## config.mk

```make
export PLATFORM = sky130hd
export DESIGN_NAME = rom_burst_reader
export DESIGN_NICKNAME = d
export VERILOG_FILES = /design/src/rtl/rom_burst_reader.sv
export SDC_FILE = /design/constraint.sdc
export NUM_CORES = 1
export LEC_CHECK = 0
export BUFFER_PORTS_ARGS = -buffer_cell sky130_fd_sc_hd__buf_2
export CORE_MARGIN = 2
export CORE_UTILIZATION = 39
export DETAILED_ROUTE_END_ITERATION = 8
export HOLD_SLACK_MARGIN = 0.1
export SYNTH_ARGS = -nofsm -noshare
export SYNTH_HDL_FRONTEND = slang
export SYNTH_SLANG_ARGS = --single-unit
```

## constraint.sdc

```tcl
create_clock -name clk -period 9.2 [get_ports clk]
set_input_delay 0 -clock clk [delete_from_list [all_inputs] [get_ports clk]]
set_output_delay 0 -clock clk [all_outputs]
set_load 0.1 [all_outputs]
```

## src/rtl/rom_burst_reader.sv

```systemverilog
// Burst sequencer in front of a registered-read lookup ROM: streams `length`
// consecutive words from `base_addr` (wrapping) onto a valid/ready stream.
module rom_burst_reader #(
    parameter int width      = 8,
    parameter int depth      = 256,
    parameter int addr_width = $clog2(depth),
    parameter int len_width  = addr_width + 1
) (
    input  logic                  clk,
    input  logic                  reset,
    input  logic                  start,
    input  logic [addr_width-1:0] base_addr,
    input  logic [len_width-1:0]  length,
    output logic                  busy,
    output logic                  done,
    output logic [addr_width-1:0] rom_addr,
    output logic                  rom_read,
    input  logic [width-1:0]      rom_data,
    output logic [width-1:0]      out_data,
    output logic                  out_valid,
    input  logic                  out_ready,
    output logic                  out_last
);

    typedef enum logic [1:0] {
        S_IDLE,
        S_RUN,
        S_DONE
    } state_t;

    localparam logic [addr_width-1:0] LAST_ADDR = addr_width'(depth - 1);

    state_t                  state_q, state_d;
    logic [addr_width-1:0]   next_addr_q, next_addr_d;
    logic [len_width-1:0]    issue_cnt_q, issue_cnt_d;
    logic [len_width-1:0]    recv_cnt_q, recv_cnt_d;
    logic                    inflight_q, inflight_d;

    // Two-entry capture buffer: data and end-of-burst flag per slot
    logic [1:0][width-1:0]   buf_data_q, buf_data_d;
    logic [1:0]              buf_last_q, buf_last_d;
    logic                    wr_ptr_q, wr_ptr_d;
    logic                    rd_ptr_q, rd_ptr_d;
    logic [1:0]              count_q, count_d;

    logic                    pop;
    logic                    push;
    logic                    issue;
    logic [2:0]              pending;
    logic [addr_width-1:0]   addr_inc;

    assign out_valid = (count_q != 2'd0);
    assign out_data  = buf_data_q[rd_ptr_q];
    assign out_last  = out_valid & buf_last_q[rd_ptr_q];
    assign busy      = (state_q == S_RUN);
    assign done      = (state_q == S_DONE);
    assign rom_addr  = next_addr_q;
    assign rom_read  = issue;

    assign pop  = out_valid & out_ready;
    assign push = inflight_q;

    // Words buffered plus the one in flight, minus the one leaving this cycle,
    // must leave room for the word a new read would return next cycle.
    assign pending  = 3'(count_q) + 3'(inflight_q) - 3'(pop);
    assign issue    = (state_q == S_RUN) && (issue_cnt_q != '0) && (pending < 3'd2);
    assign addr_inc = (next_addr_q == LAST_ADDR) ? '0 : next_addr_q + 1'b1;

    always_comb begin
        state_d     = state_q;
        next_addr_d = next_addr_q;
        issue_cnt_d = issue_cnt_q;
        recv_cnt_d  = recv_cnt_q;
        inflight_d  = issue;
        buf_data_d  = buf_data_q;
        buf_last_d  = buf_last_q;
        wr_ptr_d    = wr_ptr_q;
        rd_ptr_d    = rd_ptr_q;
        count_d     = count_q;

        case (state_q)
            S_IDLE: begin
                if (start) begin
                    if (length != '0) begin
                        next_addr_d = base_addr;
                        issue_cnt_d = length;
                        recv_cnt_d  = length;
                        state_d     = S_RUN;
                    end else begin
                        state_d = S_DONE;
                    end
                end
            end
            S_RUN: begin
                if (issue) begin
                    next_addr_d = addr_inc;
                    issue_cnt_d = issue_cnt_q - 1'b1;
                end
                if (pop && out_last) begin
                    state_d = S_DONE;
                end
            end
            S_DONE: begin
                state_d = S_IDLE;
            end
            default: begin
                state_d = S_IDLE;
            end
        endcase

        if (push) begin
            buf_data_d[wr_ptr_q] = rom_data;
            buf_last_d[wr_ptr_q] = (recv_cnt_q == len_width'(1));
            wr_ptr_d             = ~wr_ptr_q;
            recv_cnt_d           = recv_cnt_q - 1'b1;
        end
        if (pop) begin
            rd_ptr_d = ~rd_ptr_q;
        end
        count_d = count_q + 2'(push) - 2'(pop);
    end

    always_ff @(posedge clk) begin
        if (reset) begin
            state_q     <= S_IDLE;
            next_addr_q <= '0;
            issue_cnt_q <= '0;
            recv_cnt_q  <= '0;
            inflight_q  <= 1'b0;
            buf_data_q  <= '0;
            buf_last_q  <= '0;
            wr_ptr_q    <= 1'b0;
            rd_ptr_q    <= 1'b0;
            count_q     <= 2'd0;
        end else begin
            state_q     <= state_d;
            next_addr_q <= next_addr_d;
            issue_cnt_q <= issue_cnt_d;
            recv_cnt_q  <= recv_cnt_d;
            inflight_q  <= inflight_d;
            buf_data_q  <= buf_data_d;
            buf_last_q  <= buf_last_d;
            wr_ptr_q    <= wr_ptr_d;
            rd_ptr_q    <= rd_ptr_d;
            count_q     <= count_d;
        end
    end

endmodule
```

==> summary.txt, run 1 <==
CTS
  • Clock-pin slew of the registers on the worst-case setup and hold paths: 0.09 ns
  • Clock net sink count: 51
  • Number of buffers between clock root and the deepest sink: 2
  • Post-CTS repair timing setup buffer count: 0
  • H-tree Lvls: 2
  • Clock tree from TritonCTS: built
  • TritonCTS buffer count: 5
  • Gates resized, CTS repair: 0
  • Clock latency on the worst-skew pair: 0.31 ns
  • CTS Root Buffer Type: sky130_fd_sc_hd__clkbuf_8

Worst setup path
  • Worst Path Required: 9.35 ns
  • Sort of element at the end of the critical path: register
  • Cell chain of the critical path: or2_2, nand2_1, inv_1, ha_1, inv_1, ha_1, fa_1, or3_4, o21a_4, a2111oi_0, a211oi_1
  • Biggest cell delay along the critical path: approximately 0.46 ns
  • Worst r2r src: count_q[1]
  • Worst r2r path cells: 11
  • Type of origin of the critical path: register
  • Setup slack of the worst register-to-register path: 5.97 ns
  • Crit path DAT: 3.38 ns
  • Worst flop-to-flop path endpoint: issue_cnt_q[1]
  • Peak fanout along the critical path: 15
  • Critical Path Slowest Stage Cell: sky130_fd_sc_hd__a2111oi_0
  • Critical setup path kind: register to register

Yosys
  • Share of synthesized area spent on multiplexers: 3.61%
  • Mean post-synth cell area: a little over 8 µm²
  • Gate count of the mapped netlist: 338
  • Yosys synthesis warning count: 0
  • Share of flip-flops with an asynchronous set or reset after synthesis: 0%
  • Xor/xnor share of the synthesized area: 3.79%
  • Synthesized cell area: 2780 µm²
  • Yosys cell types: 57
  • Main combinational cell family by area after synthesis: compound AO/OA/AOI/OAI gates
  • Flip-flop cell with the highest count after synthesis: sky130_fd_sc_hd__dfxtp_1
  • Post-Syn Nets: 375
  • Sequential-to-total area share from yosys stat: 36.8%
  • Register bit total from synthesis: 51
  • Compound-gate portion of the synthesized area: 23.8%
  • Simple-gate share of the synthesized area: 23.4%
  • Post-synth EDFFs: 0
  • Post-synthesis share of cell area spent on full adders, half adders and majority gates: 3.88%

Global routing
  • Met1 Usage GRT: between 20 and 30%
  • Global-route wire length before repair: between 10 and 15 mm
  • Met2 capacity usage during global routing: 30.1%
  • Via count of the first global-routing pass: about 2,500
  • Antenna violations before repair: 0
  • GRT Residual Overflow: 0
  • Largest net degree at the start of global routing: 51
  • Global routing's busiest layer: met2
  • Tot GR Track Use: between 10% and 20%
  • Met3 track demand over resource: about 3.4%

Drt
  • Routed WL: between 7 and 8 mm
  • Antenna Nets Post-Route: 0
  • First-pass detailed-route iteration total: 4
  • Routed wire per std cell: 14.4 µm
  • Vias per cell: between 5 and 6
  • Detailed-route DRC error count: 0
  • Detailed router's first-iteration violation count: 185
  • Total via count in the routed design: 2,700

Hold path
  • Hold WC Path Type: input pin to register
  • Sink of the worst hold path: rd_ptr_q
  • Start point of the worst hold path: out_ready
  • Hold Path Depth: 4

Cells and area
  • Area delta synth->final: 23.7%
  • Share of final-layout standard cells stronger than drive strength 1: 20.2%
  • Diode count: 0
  • Count of non-filler cells in the finished layout: approximately 500
  • Number of nets in the layout: 437
  • Post-route standard cell area excluding fillers: 3440 µm²

STA
  • RSZ-0062 raised after global routing: no
  • Slew Viols, Final: 0
  • Number of setup violations in the final report: 0
  • Tightest slew margin relative to the limit: 36.0%
  • Period utilization: about a third
  • Final worst clock skew: about 0.0095 ns
  • Final sum of negative setup slack: 0 ns
  • Slew of the pin with the lowest slew margin: 0.959 ns
  • FMAX: 0.310 GHz
  • Time the worst path needs with I/O delays and setup: 3.23 ns
  • Post-route worst setup slack: 5.97 ns
  • Final-report hold violation count: 0

Die
  • Die Outline Area: 7810 µm²
  • Site Rows: 30
  • Starting density of the core: 40.6%
  • Ports: 50
  • Core Box Area: 6830 µm²
  • Die span in y: roughly 88 µm
  • Die width: a little under 90 µm

Power and ir drop
  • Power Density: ~270 nW/µm²
  • Max VDD drop: roughly 0.095 mV
  • Total Power Consumption: around 0.92 mW
  • Standby leakage power: 1.33 nW

Placed design
  • HPWL Detailed: 4.90 mm
  • Placer congestion estimate: around 0.80
  • Placed standard-cell area: 3070 µm²
  • Buffers on Ports: 49
  • Placed Cells incl. Taps: 466
  • Pre-CTS worst setup slack: 5.99 ns

Flow run
  • Maximum Capacitance Violations: 0

Outcome
  • Outcome: finished clean
[cells by family (layout without fill, tap and decap cells)]
group                    Yosys count  in the layout
AND/OR/NAND/NOR                  130            130
multiplexers                       9              9
flip-flops                        51             51
AO/OA/AOI/OAI                     97             97
XOR/XNOR                          12             12
adder cells (fa/ha/maj)            8              8
buffers and inverters             31             94
[flip-flops by register name (all words and copies together) (netlist names)]
register / count
buf_data_q: 16
issue_cnt_q: 9
recv_cnt_q: 9
rom_addr: 8
buf_last_q: 2
count_q: 2
state_q: 2
inflight_q: 1
rd_ptr_q: 1
wr_ptr_q: 1
[cells in the mapped netlist, types with 3 or more instances]
library cell,instances,area share (%)
sky130_fd_sc_hd__a221oi_1,4,1.3
sky130_fd_sc_hd__nor2b_1,3,0.68
sky130_fd_sc_hd__dfxtp_1,51,37
sky130_fd_sc_hd__o21ai_0,9,1.6
sky130_fd_sc_hd__nor3_1,13,2.3
sky130_fd_sc_hd__xor2_1,6,1.9
sky130_fd_sc_hd__a211oi_1,11,3.0
sky130_fd_sc_hd__o211ai_1,3,0.81
sky130_fd_sc_hd__a31oi_1,4,0.90
sky130_fd_sc_hd__inv_1,10,1.4
sky130_fd_sc_hd__nand2b_1,3,0.68
sky130_fd_sc_hd__a2111oi_0,3,0.95
sky130_fd_sc_hd__o31ai_1,6,1.6
sky130_fd_sc_hd__nand3_1,19,3.4
sky130_fd_sc_hd__clkbuf_1,15,2.0
sky130_fd_sc_hd__nor2_1,20,2.7
sky130_fd_sc_hd__xnor2_1,6,1.9
sky130_fd_sc_hd__mux2_2,8,3.2
sky130_fd_sc_hd__ha_1,7,3.2
sky130_fd_sc_hd__a21oi_1,39,7.0
sky130_fd_sc_hd__nand2_1,49,6.6
[cells in the final DEF (no fill, tap or decap), types with 3 or more instances in the layout]
master                          Yosys  layout
sky130_fd_sc_hd__nand3_1           19      19
sky130_fd_sc_hd__o21ai_0            9       9
sky130_fd_sc_hd__dfxtp_1           51      51
sky130_fd_sc_hd__buf_2              1      49
sky130_fd_sc_hd__mux2_2             8       8
sky130_fd_sc_hd__a211oi_1          11      11
sky130_fd_sc_hd__nor3_1            13      13
sky130_fd_sc_hd__clkbuf_8           0       5
sky130_fd_sc_hd__ha_1               7       7
sky130_fd_sc_hd__nor2_1            20      20
sky130_fd_sc_hd__xnor2_1            6       6
sky130_fd_sc_hd__nor2b_1            3       3
sky130_fd_sc_hd__a31oi_1            4       4
sky130_fd_sc_hd__nand2b_1           3       3
sky130_fd_sc_hd__nand2_1           49      49
sky130_fd_sc_hd__inv_1             10      10
sky130_fd_sc_hd__a21oi_1           39      39
sky130_fd_sc_hd__a2111oi_0          3       3
sky130_fd_sc_hd__o31ai_1            6       6
sky130_fd_sc_hd__xor2_1             6       6
sky130_fd_sc_hd__a221oi_1           4       4
sky130_fd_sc_hd__dlygate4sd3_1      0      23
sky130_fd_sc_hd__o211ai_1           3       3
[metrics by stage]
stage / util [%] / hold WS (ns)
finish: 50.3 / 0.108
global route: 50.3 / 0.152
floorplan: - / 0.101
detailed placement: 44.9 / 0.260
CTS: 50.3 / 0.108
global placement: 44.9 / 0.256
[worst max path at each step]
stage	from	endpoint	slack, ns	cells past startpoint
floorplan	count_q[1]	rom_read	5.50	9
global placement	count_q[1]	issue_cnt_q[2]	6.16	11
detailed placement	count_q[1]	issue_cnt_q[1]	5.99	11
CTS	count_q[1]	issue_cnt_q[1]	5.98	11
global route	count_q[1]	issue_cnt_q[1]	5.75	12
finish	count_q[1]	issue_cnt_q[1]	5.97	11
[layer usage]
layer  wire (µm)  vias to the layer above
li1            -                     1358
met1        3480                     1259
met2        3190                       76
met5           0                        -
met4          53                        0
met3         429                        7
[worst max-delay path, delay by kind of cell, from the launching register on]
family / cells / cell delay [ns]
and+or+nand+nor: 3 / 0.89
adders and majority gates: 3 / 0.90
DFF: 1 / 0.34
AOI/OAI and AO/OA: 3 / 0.83
buffers and inverters: 2 / 0.12
[where the power goes]
part,leakage (nW),total [mW],internal (mW),switching (mW)
sequential,0.417,0.313,0.261,0.0523
clock,0.0644,0.185,0.108,0.0763
combinational,0.853,0.417,0.130,0.287
total,1.33,0.915,0.499,0.416
[layout make-up]
cell class | instances | area, µm²
Inverter | 12 | 45.0
Timing Repair Buffer | 74 | 490
Clock inverter | 3 | 67.6
Tap cell | 96 | 120
Multi-Input combinational cell | 256 | 1620
Clock buffer | 5 | 68.8
Fill cell | 691 | 3400
Sequential cell | 51 | 1020
[repair_timing]
item | in CTS | in global routing
hold endpoints to repair | 31 | 0
hold buffers | 23 | 0
setup endpoints to repair | 0 | 0
(Power assumes the default switching activity.)
==> run 2: changes to the inputs <==
--- a/config.mk
+++ b/config.mk
@@ -5,6 +5,7 @@
 export SDC_FILE = /design/constraint.sdc
 export NUM_CORES = 1
 export LEC_CHECK = 0
+export ABC_AREA = 1
 export BUFFER_PORTS_ARGS = -buffer_cell sky130_fd_sc_hd__buf_2
 export CORE_MARGIN = 2
 export CORE_UTILIZATION = 39
==> constraint.sdc (replaced) <==
create_clock -name clk -period 3.1 [get_ports clk]
set_input_delay 0 -clock clk [delete_from_list [all_inputs] [get_ports clk]]
set_output_delay 0 -clock clk [all_outputs]
set_load 0.1 [all_outputs]
==> run 2 against run 1 <==
Net effect: total power rose to 3.1 times the previous value; highest routed layer unchanged; critical endpoint is now rom_read; cell area is 4.7% higher; die area grew 4.9%; clock skew down 0.0045 ns; synthesized area up 5.2%; sequential cell count unchanged; cell count is 25% higher; synthesized cell count grew 32%.
==> summary.txt, run 2 <==
CTS
  • H-tree Lvls: 2 (unchanged)
  • Post-CTS repair timing setup buffer count: 0 (unchanged)
  • Clock-pin slew of the registers on the worst-case setup and hold paths: 0.10 ns (about the same)
  • Number of buffers between clock root and the deepest sink: 2 (unchanged)
  • CTS Root Buffer Type: sky130_fd_sc_hd__clkbuf_8
  • Clock net sink count: 51 (unchanged)
  • Gates resized, CTS repair: 0 (unchanged)
  • Clock latency on the worst-skew pair: 0.31 ns (about the same)
  • Clock tree from TritonCTS: built
  • TritonCTS buffer count: 5 (unchanged)

Worst setup path
  • Critical setup path kind: register to output pin
  • Setup slack of the worst register-to-register path: 0.35 ns (-5.62 ns)
  • Worst path depth: 14 (+3)
  • Worst Path Required: 3.10 ns (-6.25 ns)
  • Cell chain of the critical path: nor2_1, inv_1, nand2_1, inv_1, ha_1, inv_1, ha_1, fa_1, inv_1, nand3_1, nor2_1, nand2_2, inv_1, buf_2
  • Crit path DAT: 2.80 ns (-0.58 ns)
  • Cell type group with the largest total delay on the critical path: adder cells
  • Worst flop-to-flop path endpoint: issue_cnt_q[4]
  • Sort of element at the end of the critical path: output pin
  • Cell repeated most along the worst path: sky130_fd_sc_hd__inv_1
  • Type of origin of the critical path: register
  • Worst r2r path cells: 18 (+7)
  • Peak fanout along the critical path: 3 (-12)
  • Critical Path Slowest Stage Cell: sky130_fd_sc_hd__fa_1
  • Crit path buffers/inverters: 6 (+4)
  • Biggest cell delay along the critical path: 0.42 ns (-0.04 ns)
  • Worst r2r src: count_q[1]

Global routing
  • GRT Residual Overflow: 0 (unchanged)
  • Largest net degree at the start of global routing: 22 (-57%)
  • Tot GR Track Use: 18.6% (-0.53 points)
  • Via count of the first global-routing pass: 2,749 (+9.6%)
  • Antenna violations before repair: 0 (unchanged)
  • Global-route wire length before repair: 12.7 mm (+6.7%)

Die
  • Core Box Area: 7250 µm² (+6.2%)
  • Site Rows: 31 (+3.3%)
  • Die Outline Area: 8200 µm² (+4.9%)
  • Die span in y: 90.5 µm (+2.4%)
  • Ports: 50 (unchanged)
  • Starting density of the core: 40.3% (-0.38 points)
  • Die width: 90.5 µm (+2.4%)

Drt
  • Routed wire per std cell: 12.0 µm (-17%)
  • Antenna Nets Post-Route: 0 (unchanged)
  • Detailed-route DRC error count: 0 (unchanged)
  • First-pass detailed-route iteration total: 4 (unchanged)
  • Detailed router's first-iteration violation count: 103 (-44%)
  • Vias per cell: 4.71 (-13%)
  • Routed WL: 7.41 mm (+3.7%)
  • Total via count in the routed design: 2,920 (+8.1%)

Yosys
  • Most frequent cell after synthesis: sky130_fd_sc_hd__nand2_1
  • Share of flip-flops with an asynchronous set or reset after synthesis: 0% (unchanged)
  • Mean post-synth cell area: 6.53 µm² (-20%)
  • Top cells by count, synth: 106 x sky130_fd_sc_hd__nand2_1, 61 x sky130_fd_sc_hd__nor2_1, 59 x sky130_fd_sc_hd__inv_1
  • Register bit total from synthesis: 51 (unchanged)
  • Post-Syn Nets: 484 (+29%)
  • Post-synth EDFFs: 0 (unchanged)
  • Synthesized cell area: 2920 µm² (+5.2%)
  • Xor/xnor share of the synthesized area: 0.600% (-3.2 points)
  • Simple-gate share of the synthesized area: 34.2% (+11 points)
  • Area fraction of the dominant cell type after synthesis: 35.0% (-1.8 points)
  • Post-synthesis share of cell area spent on full adders, half adders and majority gates: 3.68% (-0.19 points)
  • Share of synthesized area spent on multiplexers: 0% (-3.6 points)
  • Yosys synthesis warning count: 0 (unchanged)
  • Main combinational cell family by area after synthesis: simple AND/OR/NAND/NOR gates
  • Biggest area contributors in the synthesized netlist: sky130_fd_sc_hd__dfxtp_1 35%, sky130_fd_sc_hd__nand2_1 14%, sky130_fd_sc_hd__nor2_1 7.8%
  • Yosys cell types: 35 (-39%)
  • Sequential-to-total area share from yosys stat: 35.0% (-1.8 points)
  • Library cell with the largest summed area after synthesis: sky130_fd_sc_hd__dfxtp_1
  • Gate count of the mapped netlist: 447 (+32%)
  • Flip-flop cell with the highest count after synthesis: sky130_fd_sc_hd__dfxtp_1
  • Compound-gate portion of the synthesized area: 15.8% (-8.0 points)

Hold path
  • Sink of the worst hold path: rom_addr[7]
  • Start point of the worst hold path: base_addr[7]
  • Hold Path Depth: 5 (+1)
  • Hold WC Path Type: input pin to register

STA
  • Number of setup violations in the final report: 0 (unchanged)
  • Slew Viols, Final: 0 (unchanged)
  • FMAX: 0.358 GHz
  • Final-report hold violation count: 0 (unchanged)
  • Slew of the pin with the lowest slew margin: 0.494 ns (-0.465 ns)
  • RSZ-0062 raised after global routing: no
  • Period utilization: 90.2%
  • Final sum of negative setup slack: 0 ns (unchanged)
  • Time the worst path needs with I/O delays and setup: 2.80 ns
  • Tightest slew margin relative to the limit: 67.3% (+31 points)
  • Minimum hold slack: 0.0965 ns (-0.0111 ns)
  • Final worst clock skew: 0.00498 ns (-0.00455 ns)

Outcome
  • Outcome: finished clean

Cells and area
  • Top register by number of flip-flops: buf_data_q
  • Leading cell type in the layout, fill and taps excluded: sky130_fd_sc_hd__nand2_1
  • Post-route standard cell area excluding fillers: 3600 µm² (+4.7%)
  • Max FFs per register: 16 (unchanged)
  • Share of final-layout standard cells stronger than drive strength 1: 17.1% (-3.1 points)
  • Diode count: 0 (unchanged)
  • Count of non-filler cells in the finished layout: 620 (+25%)
  • Regs by FF count: buf_data_q: 16 flops, issue_cnt_q: 9 flops, recv_cnt_q: 9 flops
  • Number of nets in the layout: 557 (+27%)
  • Area delta synth->final: 23.1%
  • Highest-count cells in the layout ignoring fill and taps: 106 x sky130_fd_sc_hd__nand2_1, 61 x sky130_fd_sc_hd__nor2_1, 59 x sky130_fd_sc_hd__inv_1

Placed design
  • Placer congestion estimate: 0.945 (+18%)
  • HPWL Detailed: 5.36 mm (+9.5%)
  • Placed Cells incl. Taps: 586 (+26%)
  • Placed standard-cell area: 3240 µm² (+5.7%)
  • Buffers on Ports: 49 (unchanged)

Power and ir drop
  • Internal: 1.33 mW (+170%)
  • Net switching power figure: 1.47 mW (+250%)
  • Standby leakage power: 1.72 nW (+29%)
  • Max VDD drop: 0.264 mV (+180%)
  • Comb pwr share: 53.2% (+7.6 points)
  • Sequential fraction of design power: 32.3% (-1.9 points)
  • Net switching share of the total power: 52.5% (+7.1 points)
  • Total Power Consumption: 2.80 mW (+210%)
  • Clk network pwr share: 14.5% (-5.7 points)
  • Power Density: 778 nW/µm² (+190%)

Flow run
  • Maximum Capacitance Violations: 0 (unchanged)
-- run 2: cell type report --
cell class              count  area [µm²]
fillers                   780        3660
multi-input cells         319        1590
flip-flops and latches     51        1020
repair buffers             78         528
inverters                  65         245
well taps                  99         124
clock buffers               5        68.8
clock inverters             3        23.8
-- run 2: power groups by stage --
| stage | Sequential (mW) | Combinational [mW] | Clock (mW) |
|---|---|---|---|
| floorplan | 1.08 | 1.05 | 0 |
| global placement | 0.914 | 1.46 | 0 |
| detailed placement | 0.917 | 1.46 | 0 |
| CTS | 0.903 | 1.49 | 0.417 |
| global route | 0.924 | 1.64 | 0.454 |
| finish | 0.904 | 1.49 | 0.404 |
-- run 2: worst max path at each step --
stage / from / endpoint / slack [ns]
global route: count_q[1] / issue_cnt_q[4] / 0.09
finish: count_q[1] / rom_read / 0.30
detailed placement: count_q[1] / issue_cnt_q[4] / 0.35
floorplan: count_q[1] / rom_read / 0.11
CTS: count_q[1] / rom_read / 0.27
global placement: count_q[1] / issue_cnt_q[4] / 0.42
-- run 2: worst register-to-register path: cells and delay by family (launching register included) --
kind,cells,cell delay [ns]
adder cells (fa/ha/maj),3,0.86
flip-flops,1,0.34
buffers and inverters,5,0.45
AND/OR/NAND/NOR,10,0.98
-- run 2: kinds of logic after synthesis --
logic type / Yosys count
AND/OR/NAND/NOR: 225
AO/OA/AOI/OAI: 84
buffers and inverters: 77
flip-flops: 51
adder cells (fa/ha/maj): 8
XOR/XNOR: 2
-- run 2: per-layer routing --
| layer | track usage, % | up-vias | routed length [µm] |
|---|---|---|---|
| li1 | - | 1565 | - |
| met1 | 23.9 | 1300 | 3550 |
| met2 | 32.1 | 46 | 3530 |
| met3 | 3.01 | 9 | 225 |
| met4 | 5.51 | 0 | 102 |
| met5 | 0 | - | 0 |
-- run 2: what timing repair did --
| action | CTS | global route |
|---|---|---|
| endpoints found under the hold margin | 35 | 0 |
| hold buffers | 26 | 0 |
| endpoints found under the setup margin | 0 | 0 |
-- run 2: metrics by stage --
| stage | util, % | setup WS [ns] |
|---|---|---|
| 4_1_cts | 49.6 | 0.273 |
| 5_1_grt | 49.6 | 0.0862 |
| 3_5_place_dp | 44.7 | 0.354 |
| 2_1_floorplan | - | 0.108 |
| 6_report | 49.6 | 0.304 |
| 3_3_place_gp | 44.7 | 0.422 |
==> run 3: changes to the inputs <==
--- a/config.mk
+++ b/config.mk
@@ -5,7 +5,6 @@
 export SDC_FILE = /design/constraint.sdc
 export NUM_CORES = 1
 export LEC_CHECK = 0
-export ABC_AREA = 1
 export BUFFER_PORTS_ARGS = -buffer_cell sky130_fd_sc_hd__buf_2
 export CORE_MARGIN = 2
 export CORE_UTILIZATION = 39
==> run 3 against run 2 <==
Net effect: clock skew grew 0.0065 ns; global-route usage is 0.77 points higher; utilization rose by 1.3 points; worst hold slack better by 0.034 ns; non-clock buffer count is the same; critical path depth is 1 lower; sequential share of layout area up 1.0 points; wire length down 0.24%; sequential cell count unchanged; die area shrank 4.7%.
==> summary.txt, run 3 (synthesis gave the netlist of run 1 again) <==
Outcome
  • Outcome: finished clean

Global routing
  • GRT Residual Overflow: 0 (unchanged)
  • Tot GR Track Use: 19.4% (+0.77 points)
  • Largest net degree at the start of global routing: 50 (+130%)
  • Global-route wire length before repair: 12.2 mm (-4.1%)
  • Antenna violations before repair: 0 (unchanged)
  • Via count of the first global-routing pass: 2,542 (-7.5%)

Hold path
  • Hold Path Depth: 4 (-1)
  • Start point of the worst hold path: start
  • Hold WC Path Type: input pin to register
  • Sink of the worst hold path: state_q[1]

Worst setup path
  • Cell chain of the critical path: or2_4, nand2_1, inv_1, ha_1, inv_1, ha_1, fa_1, xnor2_1, or3_4, o21a_4, buf_4, nor4_2, a31o_2
  • Biggest cell delay along the critical path: 0.38 ns (-0.04 ns)
  • Worst flop-to-flop path endpoint: rom_addr[4]
  • Crit path DAT: 3.23 ns (+0.43 ns)
  • Sort of element at the end of the critical path: register
  • Worst Path Required: 3.36 ns (+0.26 ns)
  • Start point of the critical path: count_q[1]
  • Critical setup path kind: register to register
  • Setup slack of the worst register-to-register path: 0.13 ns (-0.22 ns)
  • Type of origin of the critical path: register
  • Worst r2r src: count_q[1]
  • Peak fanout along the critical path: 7 (+4)
  • Critical Path Slowest Stage Cell: sky130_fd_sc_hd__fa_1
  • Worst r2r path cells: 13 (-5)

Drt
  • Routed wire per std cell: 14.7 µm (+23%)
  • Routed WL: 7.40 mm (-0.24%)
  • Antenna Nets Post-Route: 0 (unchanged)
  • Total via count in the routed design: 2,700 (-7.5%)
  • First-pass detailed-route iteration total: 4 (unchanged)
  • Vias per cell: 5.38 (+14%)
  • Detailed router's first-iteration violation count: 166 (+61%)
  • Detailed-route DRC error count: 0 (unchanged)

Placed design
  • Buffers on Ports: 49 (unchanged)
  • HPWL Detailed: 4.94 mm (-7.8%)
  • Placer congestion estimate: 0.810 (-14%)

Cells and area
  • Share of final-layout standard cells stronger than drive strength 1: 22.4% (+5.3 points)
  • Highest-count cells in the layout ignoring fill and taps: 50 x sky130_fd_sc_hd__dfxtp_1, 49 x sky130_fd_sc_hd__nand2_1, 49 x sky130_fd_sc_hd__buf_2
  • Regs by FF count: buf_data_q: 16 flops, issue_cnt_q: 9 flops, recv_cnt_q: 9 flops
  • Top register by number of flip-flops: buf_data_q
  • Diode count: 0 (unchanged)
  • Area taken by flip-flops and latches: 1020 µm² (+0.12%)
  • Multi-input combinational cell area: 1680 µm² (+6.0%)
  • Leading cell type in the layout, fill and taps excluded: sky130_fd_sc_hd__dfxtp_1
  • Area delta synth->final: 25.2%
  • Final cell utilization of the core: 50.9% (+1.3 points)
  • Max FFs per register: 16 (unchanged)
  • Number of nets in the layout: 442 (-21%)
  • Count of fill cells added during filler insertion: 693 (-11%)

Die
  • Ports: 50 (unchanged)
  • Site Rows: 30 (-3.2%)
  • Die width: 88.4 µm (-2.4%)
  • Core Box Area: 6830 µm² (-5.8%)
  • Die span in y: 88.4 µm (-2.4%)
  • Starting density of the core: 40.6% (+0.38 points)
  • Die Outline Area: 7810 µm² (-4.7%)

CTS
  • Clock latency on the worst-skew pair: 0.31 ns (about the same)
  • Number of buffers between clock root and the deepest sink: 2 (unchanged)
  • Clock-pin slew of the registers on the worst-case setup and hold paths: 0.10 ns (about the same)
  • CTS Root Buffer Type: sky130_fd_sc_hd__clkbuf_8
  • H-tree Lvls: 2 (unchanged)
  • Clock net sink count: 51 (unchanged)
  • TritonCTS buffer count: 5 (unchanged)
  • Clock tree from TritonCTS: built

STA
  • Final sum of negative setup slack: 0 ns (unchanged)
  • Slew Viols, Final: 0 (unchanged)
  • FMAX: 0.337 GHz (-5.8%)
  • Tightest slew margin relative to the limit: 48.0% (-19 points)
  • RSZ-0062 raised after global routing: no
  • Period utilization: 95.7% (+5.5 points)
  • Final-report hold violation count: 0 (unchanged)
  • Time the worst path needs with I/O delays and setup: 2.97 ns (+0.171 ns)
  • Final worst clock skew: 0.0114 ns (+0.00646 ns)
  • Slew of the pin with the lowest slew margin: 0.779 ns (+0.285 ns)
  • Number of setup violations in the final report: 0 (unchanged)

Power and ir drop
  • Standby leakage power: 1.34 nW (-22%)
  • Total Power Consumption: 2.65 mW (-5.4%)
  • Power Density: 761 nW/µm² (-2.2%)
  • Max VDD drop: 0.321 mV (+21%)

Flow run
  • Maximum Capacitance Violations: 0 (unchanged)
run 3: changes by cell type in the layout (fill, tap and decap cells not counted), moves of 7 or more:
cell                       previous run  this run
sky130_fd_sc_hd__a211oi_1             0        11
sky130_fd_sc_hd__nor3_1               3        13
sky130_fd_sc_hd__o22ai_1              8         1
sky130_fd_sc_hd__nand2_1            106        49
sky130_fd_sc_hd__nor2_1              61        19
sky130_fd_sc_hd__o21ai_0             39         9
sky130_fd_sc_hd__nand3_1             27        19
sky130_fd_sc_hd__inv_1               59        10
sky130_fd_sc_hd__a21oi_1             25        39
sky130_fd_sc_hd__mux2_2               0         8
sky130_fd_sc_hd__nand2_2              8         1
run 3: routing by layer:
layer	GRT usage, %	share of wire, %	vias to the layer above	wire length, µm
met5	0	0	-	0
met4	4.96	0.73	0	54
met3	3.54	5.2	7	381
li1	-	-	1364	-
met2	29.2	45	67	3360
met1	28.6	49	1262	3600
run 3: how the worst max path moves through the flow:
stage	to	slack [ns]
after floorplan	rom_addr[6]	0.03
after global placement	issue_cnt_q[2]	0.19
after detailed placement	issue_cnt_q[2]	0.04
after CTS	issue_cnt_q[2]	0.03
after global routing	issue_cnt_q[1]	0.008
final	rom_addr[4]	0.13
run 3: report_power, final:
part           total (mW)  switching, mW  internal [mW]
Combinational        1.32          0.891          0.431
Sequential          0.934          0.158          0.776
Clock               0.389          0.232          0.158
run 3: critical path, delay by kind of cell, from the launching register on:
kind / cells / cell delay, ns
XOR/XNOR: 1 / 0.14
flip-flops: 1 / 0.34
AND/OR/NAND/NOR: 4 / 0.96
adder cells (fa/ha/maj): 3 / 0.83
buffers and inverters: 3 / 0.25
AO/OA/AOI/OAI: 2 / 0.40
run 3: final cells by class:
| type | count | area share, % |
|---|---|---|
| Inverter | 12 | 1.30 |
| Sequential cell | 51 | 29.4 |
| Timing Repair Buffer | 78 | 15.0 |
| Multi-Input combinational cell | 257 | 48.3 |
| Clock inverter | 3 | 0.576 |
| Clock buffer | 5 | 1.98 |
| Tap cell | 96 | 3.45 |
run 3: stage by stage:
step	instances	hold slack (ns)	cell area, µm²	setup slack (ns)
after floorplan	338	0.101	2780	0.0333
after global placement	469	0.256	3100	0.192
after detailed placement	469	0.265	3100	0.0388
after CTS	500	0.119	3420	0.0332
after global routing	502	0.155	3480	0.00797
final	502	0.130	3480	0.133
run 3: timing repair:
action,CTS,global route
hold buffers,23,0
endpoints found under the setup margin,0,9
resized for setup,0,9
endpoints found under the hold margin,32,0
buffers inserted,0,1
